[src/rtl/ddr3_stream_pkg.sv]
// Shared constants and state encoding for the DDR3 read-side sample streamer.
package ddr3_stream_pkg;

  localparam logic [2:0] CMD_WRITE = 3'b000;
  localparam logic [2:0] CMD_READ  = 3'b001;

  localparam int unsigned ADDR_STEP_DEF    = 8;
  localparam int unsigned SAMPLES_PER_WORD = 16;

  typedef enum logic [1:0] {
    StIdle,
    StWaitCal,
    StIssue,
    StDrain
  } state_e;

endpackage

[src/rtl/ddr3_rd_fifo.sv]
// Read-data FIFO; the streamer's credit scheme guarantees no overflow or underflow.
module ddr3_rd_fifo #(
  parameter int unsigned DEPTH = 8,
  parameter int unsigned WIDTH = 256
) (
  input  logic                     clk,
  input  logic                     rst,
  input  logic                     push,
  input  logic [WIDTH-1:0]         push_data,
  input  logic                     pop,
  output logic [WIDTH-1:0]         pop_data,
  output logic [$clog2(DEPTH):0]   count,
  output logic                     empty,
  output logic                     full
);

  localparam int unsigned PW = $clog2(DEPTH);
  localparam int unsigned CW = PW + 1;

  logic [WIDTH-1:0] mem_q [DEPTH];
  logic [PW-1:0]    wptr_q, rptr_q;
  logic [CW-1:0]    count_q;

  always_ff @(posedge clk or posedge rst) begin
    if (rst) begin
      wptr_q  <= '0;
      rptr_q  <= '0;
      count_q <= '0;
    end else begin
      if (push) wptr_q <= wptr_q + PW'(1);
      if (pop)  rptr_q <= rptr_q + PW'(1);
      case ({push, pop})
        2'b10:   count_q <= count_q + CW'(1);
        2'b01:   count_q <= count_q - CW'(1);
        default: count_q <= count_q;
      endcase
    end
  end

  always_ff @(posedge clk) begin
    if (push) mem_q[wptr_q] <= push_data;
  end

  assign pop_data = mem_q[rptr_q];
  assign count    = count_q;
  assign empty    = (count_q == '0);
  assign full     = (count_q == CW'(DEPTH));

endmodule

[src/rtl/ddr3_sample_streamer.sv]
// Reads a contiguous region through the MIG app interface and streams it out as
// 16-bit samples, LSB sample first, with optional looping over the region.
module ddr3_sample_streamer
  import ddr3_stream_pkg::*;
#(
  parameter int unsigned ADDR_W     = 29,
  parameter int unsigned DATA_W     = 256,
  parameter int unsigned SAMPLE_W   = 16,
  parameter int unsigned FIFO_DEPTH = 8,
  parameter int unsigned ADDR_STEP  = ADDR_STEP_DEF
) (
  input  logic                ui_clk,
  input  logic                ui_clk_sync_rst,
  input  logic                init_calib_complete,
  input  logic                start,
  input  logic                stop,
  input  logic [ADDR_W-1:0]   base_addr,
  input  logic [15:0]         num_words,
  input  logic                loop_en,
  output logic                busy,
  output logic                done,
  output logic                err,
  output logic [ADDR_W-1:0]   app_addr,
  output logic [2:0]          app_cmd,
  output logic                app_en,
  input  logic                app_rdy,
  input  logic [DATA_W-1:0]   app_rd_data,
  input  logic                app_rd_data_valid,
  output logic [SAMPLE_W-1:0] sample_data,
  output logic                sample_valid,
  input  logic                sample_ready
);

  localparam int unsigned SPW = DATA_W / SAMPLE_W;
  localparam int unsigned IW  = $clog2(SPW);
  localparam int unsigned OW  = $clog2(FIFO_DEPTH + 2);
  localparam int unsigned CW  = $clog2(FIFO_DEPTH) + 1;

  state_e              state_q, state_d;
  logic [ADDR_W-1:0]   addr_q, addr_d, base_q, base_d;
  logic [15:0]         nwords_q, nwords_d, wcnt_q, wcnt_d;
  logic                loop_q, loop_d, busy_q, busy_d, done_q, done_d;
  logic                stop_q, stop_d, err_q, err_d;
  logic [OW-1:0]       out_q, out_d;
  logic [DATA_W-1:0]   word_q, word_d;
  logic [IW-1:0]       idx_q, idx_d;
  logic                uv_q, uv_d;

  logic                credit_ok, accept, last_word, rd_ok, xfer, last_idx;
  logic                fifo_push, fifo_pop, fifo_empty, fifo_full;
  logic [DATA_W-1:0]   fifo_rdata;
  logic [CW-1:0]       fifo_cnt;

  ddr3_rd_fifo #(
    .DEPTH (FIFO_DEPTH),
    .WIDTH (DATA_W)
  ) u_fifo (
    .clk       (ui_clk),
    .rst       (ui_clk_sync_rst),
    .push      (fifo_push),
    .push_data (app_rd_data),
    .pop       (fifo_pop),
    .pop_data  (fifo_rdata),
    .count     (fifo_cnt),
    .empty     (fifo_empty),
    .full      (fifo_full)
  );

  // Buffered-or-in-flight words, including the unpack register, never exceed
  // FIFO_DEPTH+1; the sum only grows on accept, so a raised app_en stays up.
  assign credit_ok = (32'(out_q) + 32'(fifo_cnt) + 32'(uv_q)) < 32'(FIFO_DEPTH + 1);
  assign app_en    = (state_q == StIssue) && credit_ok;
  assign accept    = app_en && app_rdy;
  assign last_word = (wcnt_q == nwords_q - 16'd1);
  assign rd_ok     = app_rd_data_valid && (out_q != '0);
  assign fifo_push = rd_ok && (!fifo_full || fifo_pop);

  always_comb begin
    state_d  = state_q;
    addr_d   = addr_q;
    base_d   = base_q;
    nwords_d = nwords_q;
    loop_d   = loop_q;
    wcnt_d   = wcnt_q;
    busy_d   = busy_q;
    done_d   = 1'b0;
    stop_d   = stop_q;
    unique case (state_q)
      StIdle: begin
        if (start) begin
          if (num_words == 16'd0) begin
            done_d = 1'b1;
          end else begin
            base_d   = base_addr;
            addr_d   = base_addr;
            nwords_d = num_words;
            loop_d   = loop_en;
            wcnt_d   = '0;
            busy_d   = 1'b1;
            stop_d   = 1'b0;
            state_d  = init_calib_complete ? StIssue : StWaitCal;
          end
        end
      end
      StWaitCal: begin
        if (stop)                     state_d = StDrain;
        else if (init_calib_complete) state_d = StIssue;
      end
      StIssue: begin
        if (accept) begin
          addr_d = addr_q + ADDR_W'(ADDR_STEP);
          wcnt_d = wcnt_q + 16'd1;
          if (last_word) begin
            if (loop_q) begin
              addr_d = base_q;
              wcnt_d = '0;
            end else begin
              state_d = StDrain;
            end
          end
          if (stop || stop_q) state_d = StDrain;
        end else if (stop || stop_q) begin
          // A presented command must complete before draining.
          if (app_en) stop_d  = 1'b1;
          else        state_d = StDrain;
        end
      end
      StDrain: begin
        if (out_q == '0 && fifo_empty && !uv_q) begin
          state_d = StIdle;
          busy_d  = 1'b0;
          done_d  = 1'b1;
          stop_d  = 1'b0;
        end
      end
      default: state_d = StIdle;
    endcase
  end

  always_comb begin
    err_d = err_q | (app_rd_data_valid && (out_q == '0));
    out_d = out_q;
    if (accept && !rd_ok)      out_d = out_q + OW'(1);
    else if (!accept && rd_ok) out_d = out_q - OW'(1);
  end

  assign xfer     = uv_q && sample_ready;
  assign last_idx = (idx_q == IW'(SPW - 1));
  assign fifo_pop = !fifo_empty && (!uv_q || (xfer && last_idx));

  always_comb begin
    word_d = word_q;
    idx_d  = idx_q;
    uv_d   = uv_q;
    if (fifo_pop) begin
      word_d = fifo_rdata;
      idx_d  = '0;
      uv_d   = 1'b1;
    end else if (xfer) begin
      idx_d = idx_q + IW'(1);
      if (last_idx) uv_d = 1'b0;
    end
  end

  always_ff @(posedge ui_clk or posedge ui_clk_sync_rst) begin
    if (ui_clk_sync_rst) begin
      state_q  <= StIdle;
      addr_q   <= '0;
      base_q   <= '0;
      nwords_q <= '0;
      loop_q   <= 1'b0;
      wcnt_q   <= '0;
      busy_q   <= 1'b0;
      done_q   <= 1'b0;
      stop_q   <= 1'b0;
      err_q    <= 1'b0;
      out_q    <= '0;
      word_q   <= '0;
      idx_q    <= '0;
      uv_q     <= 1'b0;
    end else begin
      state_q  <= state_d;
      addr_q   <= addr_d;
      base_q   <= base_d;
      nwords_q <= nwords_d;
      loop_q   <= loop_d;
      wcnt_q   <= wcnt_d;
      busy_q   <= busy_d;
      done_q   <= done_d;
      stop_q   <= stop_d;
      err_q    <= err_d;
      out_q    <= out_d;
      word_q   <= word_d;
      idx_q    <= idx_d;
      uv_q     <= uv_d;
    end
  end

  assign busy         = busy_q;
  assign done         = done_q;
  assign err          = err_q;
  assign app_addr     = addr_q;
  assign app_cmd      = CMD_READ;
  assign sample_valid = uv_q;
  assign sample_data  = word_q[SAMPLE_W * 32'(idx_q) +: SAMPLE_W];

endmodule

[config.mk]
export PLATFORM = sky130hd
export DESIGN_NAME = ddr3_sample_streamer
export DESIGN_NICKNAME = d
export VERILOG_FILES = /design/src/rtl/ddr3_stream_pkg.sv /design/src/rtl/ddr3_rd_fifo.sv /design/src/rtl/ddr3_sample_streamer.sv
export SDC_FILE = /design/constraint.sdc
export NUM_CORES = 2
export LEC_CHECK = 0
export BUFFER_PORTS_ARGS = -buffer_cell sky130_fd_sc_hd__buf_2
export CAP_MARGIN = 20
export CORE_MARGIN = 3
export CORE_UTILIZATION = 37
export CTS_CLUSTER_SIZE = 25
export DETAILED_ROUTE_END_ITERATION = 10
export GPL_TIMING_DRIVEN = 0
export PLACE_DENSITY = 0.53
export SYNTH_ARGS = -nofsm -noshare
export SYNTH_HDL_FRONTEND = slang
export SYNTH_HIERARCHICAL = 1
export SYNTH_SLANG_ARGS = --single-unit
[constraint.sdc]
create_clock -name ui_clk -period 28.8 [get_ports ui_clk]
set_clock_uncertainty 0.15 [all_clocks]
set_input_delay 5.76 -clock ui_clk [delete_from_list [all_inputs] [get_ports ui_clk]]
set_output_delay 5.76 -clock ui_clk [all_outputs]
set_load 0.01 [all_outputs]
==> results.cfg <==
[clock_tree]
tritoncts = yes
cts.htree.levels = 5
cts-root-buf = clkbuf_16
cts_setup_buffers = 0
postCtsHoldBufs = 0
clkLatencyLatePin_ns = 0.90
clk_pin_slew_worst_paths_ns = 0.06
numCtsBuffers = 281
cts.sinks = 2420
cts_buffer_depth = 4
post_cts_resized = 0

[hold_path]
hp-class = reg2reg

[worst_setup_path]
cp-end-kind = output port
worstRegToRegCells = 16
critical_path_class = reg2out
slowest_stage = mux4_2
arrival_ns = 4.29
rr_endpoint = u_fifo/mem_q[0][170]$_DFFE_PP_
crit_fanout = 10
cp_cell_sequence = clkbuf_1, buf_2, buf_1, buf_8, mux4_2, mux4_2, buf_2
endpoint = sample_data[2]
regToRegStartpoint = u_fifo/count[1]$_DFFE_PP0P_
critPathLaunch = idx_q[0]$_DFFE_PP0P_
slowest_delay_ns = 0.63
worstSetupStartpointType = flop
reg2reg_setup_slack_ns = 23.34
required_ns = 22.89

[timing]
period_share_pct = 35.42
rsz0062_at_grt = false
tightest_slew_ns = 1.093
relSlewSlack_pct = 27.11
slew_violations = 0
setup_viol = 0
worst_hold_slack_ns = 0.3224
hold_viol = 0
max_freq_mhz = 98.03
fin_crit_ns = 10.20
setup_tns_ns = 0

[layout]
nets = 5967
syn2layout_area_growth_pct = 17.97
multiInputGateArea_um2 = 22950
final_cell_mix = edfxtp_1 (2,048), nand2_1 (822), mux4_2 (592), buf_2 (411), dfrtp_1 (372)
seq_area_um2 = 70810
drive_gt1_share_pct = 32.80
instances_no_fill = 9227
fill_cells = 22120
layout_commonest_cell = edfxtp_1

[floorplan]
ios = 363
die_x_um = 513.3
die_h_um = 513.3
coreArea_um2 = 255100
initial_core_util_pct = 37.32
row_count = 185
die_area_um2 = 263400

[grt]
grt_pass1_wl_um = 364800
grt_max_degree = 116
grt_usage_pct = 19.12
grt_antenna_before_repair = 144
overflow = 0
grt_pass1_vias = 49690

[detailed_routing]
drt-pass1-iter-count = 6
ant_nets = 0
highest_layer = met5
drc_errors = 0
met3_length_um = 17820
dr_wl_met2_um = 122000
postRouteWirelength_um = 252200
num_vias = 48300
avgRoutedWirePerCell_um = 27.33
drt_iter0_markers = 3934
viasPerCell = 5.234
drt-met1-wl_um = 104600

[logic_synthesis]
ys_seq_area_share_pct = 74.37
yosysWarnings = 6
yosys-top-cells-area = edfxtp_1 (65%), mux4_2 (14%), dfrtp_1 (9.8%), mux2_2 (3.6%), nand2_1 (3.2%)
yosysTopAreaCell = edfxtp_1
synth-async-reset-ratio_pct = 15.37
synth-seq-cells = 2420
synth-edff-count = 2048
syn_inst = 4836
synth_top_area_share_pct = 64.59
synth_area_per_cell_um2 = 19.69
synth_top_flop_cell = edfxtp_1
netlist_area_um2 = 95210
ys_types = 82

[power]
p_leak_nw = 39.27
power_frac_seq_pct = 41.7
power-per-cell-area_nw_per_um2 = 101.7
total_power_mw = 11.42
combPwrFrac_pct = 29.8
peakVddDrop_v = 0.00007273
netSwitchingPower_mw = 3.498
swShare_pct = 30.62
p_int_mw = 7.926
pwr-share-clk_pct = 28.5

[place]
port_buffers = 359
dp.cells = 8717
place_congestion = 0.8626
dpl.hpwl_um = 176500

[flow_run]
max-cap-violations = 0

[status]
outcome = completed
layout make-up:
class	count	area share, %
antenna	34	0.07575
buffer	251	1.278
clock buffer	382	6.790
clock inverter	93	0.6127
inverter	21	0.07686
multi-input combinational	2145	20.43
sequential	2420	63.04
tap	3366	3.750
timing repair buffer	515	3.943
critical path, delay by kind of cell (launching register included):
family	cells	cell delay (ns)
flip-flops	1	0.35
multiplexers	2	1.13
buffers and inverters	5	1.89
metrics by stage:
step                worst slack [ns]  utilization [%]  instance area [um^2]
global placement              -18.47            39.68                101200
finish                         18.60            44.03                112300
floorplan                      3.142                -                 95210
global route                   18.38            44.00                112200
CTS                            18.20            43.99                112200
detailed placement             18.15            40.74                103900
flip-flops by register name, indices dropped and copies added (netlist names):
register and flops:
loop_q 1, busy 1, base_q 29, done 1, wcnt_q 16, u_fifo/mem_q 2048
err 1, u_fifo/wptr_q 3, stop_q 1, app_addr 29, u_fifo/count 4, idx_q 4
out_q 4, state_q 2, sample_valid 1, nwords_q 16, u_fifo/rptr_q 3, word_q 256
synthesized netlist by cell type, drive strengths merged (4+ instances only):
master,n
edfxtp,2048
nand2,822
mux4,592
dfrtp,372
mux2,305
clkbuf,129
buf,122
nor2,56
o21ai,40
a21oi,38
xnor2,37
xor2,30
nand3,27
inv,21
ha,19
o22ai,16
nor3,15
and3,14
mux2i,12
nand4,11
a21o,9
a22oi,7
nor2b,7
and2,6
nand2b,6
nor4,6
a2111oi,5
nand3b,4
o311ai,4
cells by family after synthesis:
group	synth area share [%]
flops	74.37
buf+inv	1.586
mux	17.74
fa+ha+maj	0.3128
simple gates	4.297
xor+xnor	0.6400
other cells	0.007888
compound gates	1.043
worst min path at each step:
stage	start	endpoint	cells past startpoint
after floorplan	word_q[100]$_DFFE_PP0P_	word_q[100]$_DFFE_PP0P_	2
after global placement	word_q[39]$_DFFE_PP0P_	word_q[39]$_DFFE_PP0P_	2
after detailed placement	word_q[36]$_DFFE_PP0P_	word_q[36]$_DFFE_PP0P_	2
after CTS	word_q[130]$_DFFE_PP0P_	word_q[130]$_DFFE_PP0P_	2
after global routing	word_q[247]$_DFFE_PP0P_	word_q[247]$_DFFE_PP0P_	2
final	word_q[39]$_DFFE_PP0P_	word_q[39]$_DFFE_PP0P_	2
layer usage:
metal	vias up	global-route usage [%]
li1	20820	-
met5	-	0
met2	1367	31.03
met1	25510	25.41
met3	520	5.230
met4	84	5.201
power by group through the flow:
stage               registers (mW)  clock network (mW)  logic, mW
floorplan                     4.94                   0       2.15
global placement              5.32                   0       3.27
detailed placement            4.83                   0       3.48
CTS                           4.76                3.35       3.49
global route                  4.81                3.49       3.64
finish                        4.76                3.26       3.40
No activity file was read; power rests on OpenSTA's default activity.
